[src/rtl/change_dispense_ctrl.sv]
// change_dispense_ctrl: greedy change payout over four coin hoppers with inventory tracking and jam detection.
// Define CHANGE_AUDIT_EN to add the audit_total_o running payout counter.
module change_dispense_ctrl #(
   parameter int TIMEOUT_CYCLES = 1000,
   parameter int INV_W          = 8,
   parameter int INV_INIT       = 20
) (
   input  logic             clk_i,
   input  logic             reset_n_i,
   input  logic             req_valid_i,
   input  logic [7:0]       req_amount_i,
   output logic             req_ready_o,
   output logic [3:0]       eject_o,
   input  logic [3:0]       hopper_ack_i,
   input  logic             refill_valid_i,
   input  logic [1:0]       refill_sel_i,
   input  logic [INV_W-1:0] refill_count_i,
   output logic             done_o,
   output logic [7:0]       short_amount_o,
   output logic [3:0]       fault_o,
   output logic [3:0]       inv_empty_o
`ifdef CHANGE_AUDIT_EN
   ,
   output logic [15:0]      audit_total_o
`endif
);
   localparam int TW = $clog2(TIMEOUT_CYCLES + 1);

   typedef enum logic [2:0] {IDLE, SELECT, EJECT, WAIT_ACK, DONE} state_t;

   function automatic logic [7:0] val(input logic [1:0] d);
      return d == 2'd3 ? 8'd100 : d == 2'd2 ? 8'd50 : d == 2'd1 ? 8'd20 : 8'd10;
   endfunction

   state_t           state_q, state_d;
   logic [7:0]       rem_q, rem_d;
   logic [1:0]       sel_q, sel_d;
   logic [TW-1:0]    tmr_q, tmr_d;
   logic [3:0]       fault_q, fault_d;
   logic [3:0]       eject_q, eject_d;
   logic             done_q;
   logic [7:0]       short_q;
   logic [INV_W-1:0] inv_q [4];
   logic [INV_W-1:0] inv_d [4];
   logic [INV_W:0]   sum [4];
   logic             found, ack, tout;
   logic [1:0]       pick;

   assign ack  = state_q == WAIT_ACK && hopper_ack_i[sel_q];
   assign tout = state_q == WAIT_ACK && !ack && tmr_q == TW'(TIMEOUT_CYCLES - 1);

   // Ascending scan so the largest usable denomination wins.
   always_comb begin
      found = 1'b0;
      pick  = 2'd0;
      for (int i = 0; i < 4; i++)
         if (inv_q[i] != '0 && val(2'(i)) <= rem_q) begin
            found = 1'b1;
            pick  = 2'(i);
         end
   end

   always_comb begin
      state_d = state_q;
      rem_d   = rem_q;
      sel_d   = sel_q;
      tmr_d   = tmr_q;
      fault_d = fault_q;
      case (state_q)
         IDLE: if (req_valid_i) begin
            rem_d   = req_amount_i;
            state_d = SELECT;
         end
         SELECT: begin
            sel_d   = found ? pick : sel_q;
            state_d = found ? EJECT : DONE;
         end
         EJECT: begin
            tmr_d   = '0;
            state_d = WAIT_ACK;
         end
         WAIT_ACK: if (ack) begin
            rem_d   = rem_q - val(sel_q);
            state_d = SELECT;
         end else if (tout) begin
            fault_d[sel_q] = 1'b1;
            state_d        = SELECT;
         end else begin
            tmr_d = tmr_q + 1'b1;
         end
         DONE: state_d = IDLE;
         default: state_d = IDLE;
      endcase
      eject_d = state_d == EJECT ? 4'b0001 << sel_d : 4'b0000;
   end

   // A selected hopper always holds at least one coin, so the decrement cannot underflow.
   always_comb begin
      for (int i = 0; i < 4; i++) begin
         sum[i]   = {1'b0, inv_q[i]}
                  + ((refill_valid_i && refill_sel_i == 2'(i)) ? {1'b0, refill_count_i} : '0)
                  - {{INV_W{1'b0}}, ack && sel_q == 2'(i)};
         inv_d[i] = (tout && sel_q == 2'(i)) ? '0 : sum[i][INV_W] ? '1 : sum[i][INV_W-1:0];
      end
   end

   always_ff @(posedge clk_i or negedge reset_n_i) begin
      if (!reset_n_i) begin
         state_q <= IDLE;
         rem_q   <= '0;
         sel_q   <= '0;
         tmr_q   <= '0;
         fault_q <= '0;
         eject_q <= '0;
         done_q  <= 1'b0;
         short_q <= '0;
         for (int i = 0; i < 4; i++) inv_q[i] <= INV_W'(INV_INIT);
      end else begin
         state_q <= state_d;
         rem_q   <= rem_d;
         sel_q   <= sel_d;
         tmr_q   <= tmr_d;
         fault_q <= fault_d;
         eject_q <= eject_d;
         done_q  <= state_d == DONE;
         short_q <= state_d == DONE ? rem_d : short_q;
         for (int i = 0; i < 4; i++) inv_q[i] <= inv_d[i];
      end
   end

   assign req_ready_o    = state_q == IDLE;
   assign eject_o        = eject_q;
   assign done_o         = done_q;
   assign short_amount_o = short_q;
   assign fault_o        = fault_q;

   always_comb
      for (int i = 0; i < 4; i++) inv_empty_o[i] = inv_q[i] == '0;

`ifdef CHANGE_AUDIT_EN
   logic [15:0] audit_q;
   logic [16:0] aud_sum;
   assign aud_sum = {1'b0, audit_q} + {9'b0, val(sel_q)};
   always_ff @(posedge clk_i or negedge reset_n_i) begin
      if (!reset_n_i) audit_q <= '0;
      else if (ack)   audit_q <= aud_sum[16] ? 16'hffff : aud_sum[15:0];
   end
   assign audit_total_o = audit_q;
`endif
endmodule

[config.mk]
export PLATFORM = sky130hd
export DESIGN_NAME = change_dispense_ctrl
export DESIGN_NICKNAME = d
export VERILOG_FILES = /design/src/rtl/change_dispense_ctrl.sv
export SDC_FILE = /design/constraint.sdc
export NUM_CORES = 1
export LEC_CHECK = 0
export ABC_AREA = 1
export CAP_MARGIN = 20
export CELL_PAD_IN_SITES_DETAIL_PLACEMENT = 2
export CELL_PAD_IN_SITES_GLOBAL_PLACEMENT = 2
export CORE_MARGIN = 2
export CORE_UTILIZATION = 37
export CTS_BUF_LIST = sky130_fd_sc_hd__clkbuf_16
export DETAILED_ROUTE_END_ITERATION = 8
export PLACE_DENSITY_LB_ADDON = 0.1
export SETUP_SLACK_MARGIN = 0.2
export SLEW_MARGIN = 20
export SYNTH_ARGS = -nofsm -noshare
export SYNTH_HDL_FRONTEND = slang
export SYNTH_SLANG_ARGS = --single-unit
[constraint.sdc]
create_clock -name clk_i -period 5.39 [get_ports clk_i]
set_input_delay 1.617 -clock clk_i [delete_from_list [all_inputs] [get_ports clk_i]]
set_output_delay 1.617 -clock clk_i [all_outputs]
set_load 0.02 [all_outputs]
==> flow_summary.json <==
{
  "outcome": "finished clean",
  "cp-start-kind": "primary input",
  "critPathArrivalTime_ns": 4.97,
  "yosys.area.top_type_share_pct": 26.9,
  "grt_max_degree": 73,
  "gr-total-overflow": 0,
  "r2r_slack_ns": 1.49,
  "clock_path_buffers": 2,
  "dieArea_mm2": 0.0171,
  "start_util_pct": 37.7,
  "synth-warning-count": 0,
  "remaining_drc_errors": 0,
  "grt_pass1_wl_um": 31400,
  "hold_path_depth": 1,
  "ys_ff_latch": 72,
  "min_path_type": "flop to flop",
  "cts_hold_buf": 0,
  "synth_mux_area_share_pct": 0,
  "synth_top_family_by_area": "simple AND/OR/NAND/NOR gates",
  "synth_top_area_cell": "dfrtp_1",
  "max_freq_mhz": 212,
  "hp-start": "fault_o[3]$_DFFE_PN0P_",
  "cpMostUsedCell": "nand2_1",
  "port-buffer-count": 47,
  "netlist_area_mm2": 0.00596,
  "max_stage_delay_ns": 0.47,
  "cts-root-buf": "clkbuf_16",
  "peakVddDrop_mv": 0.355,
  "synth.net_count": 929,
  "setup_violations": 0,
  "timing.rr.start": "state_q[2]$_DFF_PN0_",
  "die_h_um": 131,
  "cts_inserted_buffers": 9,
  "synth_edf_count": 0,
  "min_to": "fault_o[3]$_DFFE_PN0P_",
  "powerDensity_mw_per_mm2": 647,
  "antenna_found_initial": 0,
  "synthTopCellsByCount": "inv_1, nand2_1, ha_1",
  "fin_worst_skew_ns": 0.00447,
  "timing_worst_setup_path_type": "primary input to flop",
  "drive_above_1_share_pct": 6.43,
  "drv_slew": 0,
  "post_cts_buffers": 0,
  "ff2ff_path_depth": 17,
  "synthArstFlopShare_pct": 100,
  "cts_sinks": 72,
  "cts_tree": "done",
  "clk_pin_slew_ns": 0.06,
  "synth_fa_ha_area_share_pct": 17.6,
  "post-synth-top-count-cell": "inv_1",
  "worst_slack_ns": 0.683,
  "cp_max_fo": 11,
  "wl_um": 18900,
  "synth-main-ff-cell": "dfrtp_1",
  "syn_to_final_growth_pct": 17.6,
  "drt_iter0_markers": 164,
  "reg2reg_to": "inv_q[22]$_DFF_PN0_",
  "ios": 48,
  "route.vias.total": 5416,
  "syn_inst": 822,
  "viasPerCell": 4.91,
  "rsz0062_at_grt": "no",
  "worstPathCellList": "clkdlybuf4s50_1, nand2_1, nand3_1, nand3_2, nor2_1, ha_1, inv_1, ha_1, inv_1, fa_1, o21ai_0, nand2_1, nand2_1, nand2_1, nand2_1, inv_1, a21oi_1",
  "post-place-ws_ns": 0.422,
  "dp.cells": 1086,
  "routedWlPerCell_um": 17.1,
  "yosys.area_share.simple_pct": 24.4,
  "maxSlewHeadroom_pct": 35.5,
  "synth-xor-area-share_pct": 5.00,
  "required_ns": 5.65,
  "fin_crit_ns": 4.71,
  "synth_compound_area_share_pct": 9.34,
  "hold_viol": 0,
  "ys_types": 37,
  "postRouteAntennaNets": 0,
  "synth.area.top_cells": "dfrtp_1, ha_1, inv_1, nand2_1, nor2_1",
  "worst_slew_pin_slew_ns": 0.968,
  "nNetsFinal": 988,
  "drtPass1Iterations": 4,
  "insertion_delay_ns": 0.35,
  "period_share_pct": 87.3,
  "endpoint_kind": "flop",
  "avgSynthCellArea_um2": 7.25,
  "crit_slowest_cell": "clkdlybuf4s50_1",
  "die_w_um": 131,
  "cts.repair.resized": 0,
  "cts.htree.levels": 3,
  "tns_ns": 0,
  "instances_no_fill": 1102,
  "coreArea_mm2": 0.0158,
  "grt_pass1_vias": 6236,
  "num_rows": 46,
  "drv_cap": 0,
  "antennaDiodeCount": 0,
  "place.gp.congestion": 0.856,
  "p_leak_nw": 3.76,
  "dp_hpwl_um": 15200,
  "yosysSeqAreaShare_pct": 30.4,
  "track_usage_pct": 23.9
}
-- where the power goes --
group	switching [W]	internal, W	leakage [nW]
combinational	0.00193	0.00105	2.78
clock	0.000238	0.000401	0.150
sequential	0.000152	0.000765	0.826
-- routing by layer --
layer	up-vias	part of all wire (%)	global-route usage, %
met5	-	0	0
met4	0	0.91	4.88
met3	16	2.6	5.25
met2	67	53	44.9
met1	2677	43	28.0
li1	2656	-	-
-- state kept, by name, summed over array words and instances, names as in the netlist --
register and count:
inv_q 32, eject_o 4, rem_q 8, tmr_q 10
fault_o 4, state_q 3, done_o 1, short_amount_o 8
sel_q 2
-- worst max path at each step --
stage	from	end	cells after the start
after floorplan	refill_valid_i	inv_q[1]$_DFF_PN0_	16
after global placement	hopper_ack_i[1]	inv_q[1]$_DFF_PN0_	18
after detailed placement	hopper_ack_i[3]	inv_q[1]$_DFF_PN0_	18
after CTS	hopper_ack_i[3]	inv_q[22]$_DFF_PN0_	17
after global routing	hopper_ack_i[3]	inv_q[19]$_DFF_PN0_	16
final	hopper_ack_i[3]	inv_q[22]$_DFF_PN0_	17
-- critical path, delay by kind of cell --
family | cells | cell delay [ns]
AOI/OAI and AO/OA | 2 | 0.53
adders and majority gates | 3 | 0.86
buffers and inverters | 4 | 0.73
and+or+nand+nor | 8 | 1.21
-- placed cells by master, fill, tap and decap left out, types with 10 or more instances in the layout --
cell type,Yosys,layout
a21oi_1,27,27
clkdlybuf4s50_1,0,46
dfrtp_1,64,64
ha_1,76,76
inv_1,197,198
nand2_1,191,191
nand3_1,30,30
nand4_1,10,10
nor2_1,69,69
o21ai_0,39,39
o31ai_1,11,11
xor2_1,25,25
-- kinds of logic after synthesis --
group                      Yosys count
buffers and inverters              205
adders and majority gates           81
DFF                                 72
and+or+nand+nor                    334
AOI/OAI and AO/OA                   96
xor gates and xnor gates            34
-- stage by stage --
step	total power (W)	utilization [%]	area, µm²	hold slack, ns
after CTS	0.00461	44.3	7010	0.476
after global routing	0.00506	44.3	7010	0.511
after floorplan	0.00303	-	5960	0.438
final	0.00454	44.3	7010	0.471
after global placement	0.00369	42.3	6700	0.456
after detailed placement	0.00388	42.3	6700	0.463
-- cell type report --
| type | count | area (µm²) |
|---|---|---|
| clock buffers | 9 | 225 |
| clock inverters | 7 | 87.6 |
| fillers | 1883 | 8820 |
| inverters | 202 | 758 |
| multi-input cells | 545 | 3360 |
| flip-flops and latches | 72 | 1810 |
| well taps | 216 | 270 |
| repair buffers | 51 | 498 |
No activity file was read; power rests on OpenSTA's default activity.
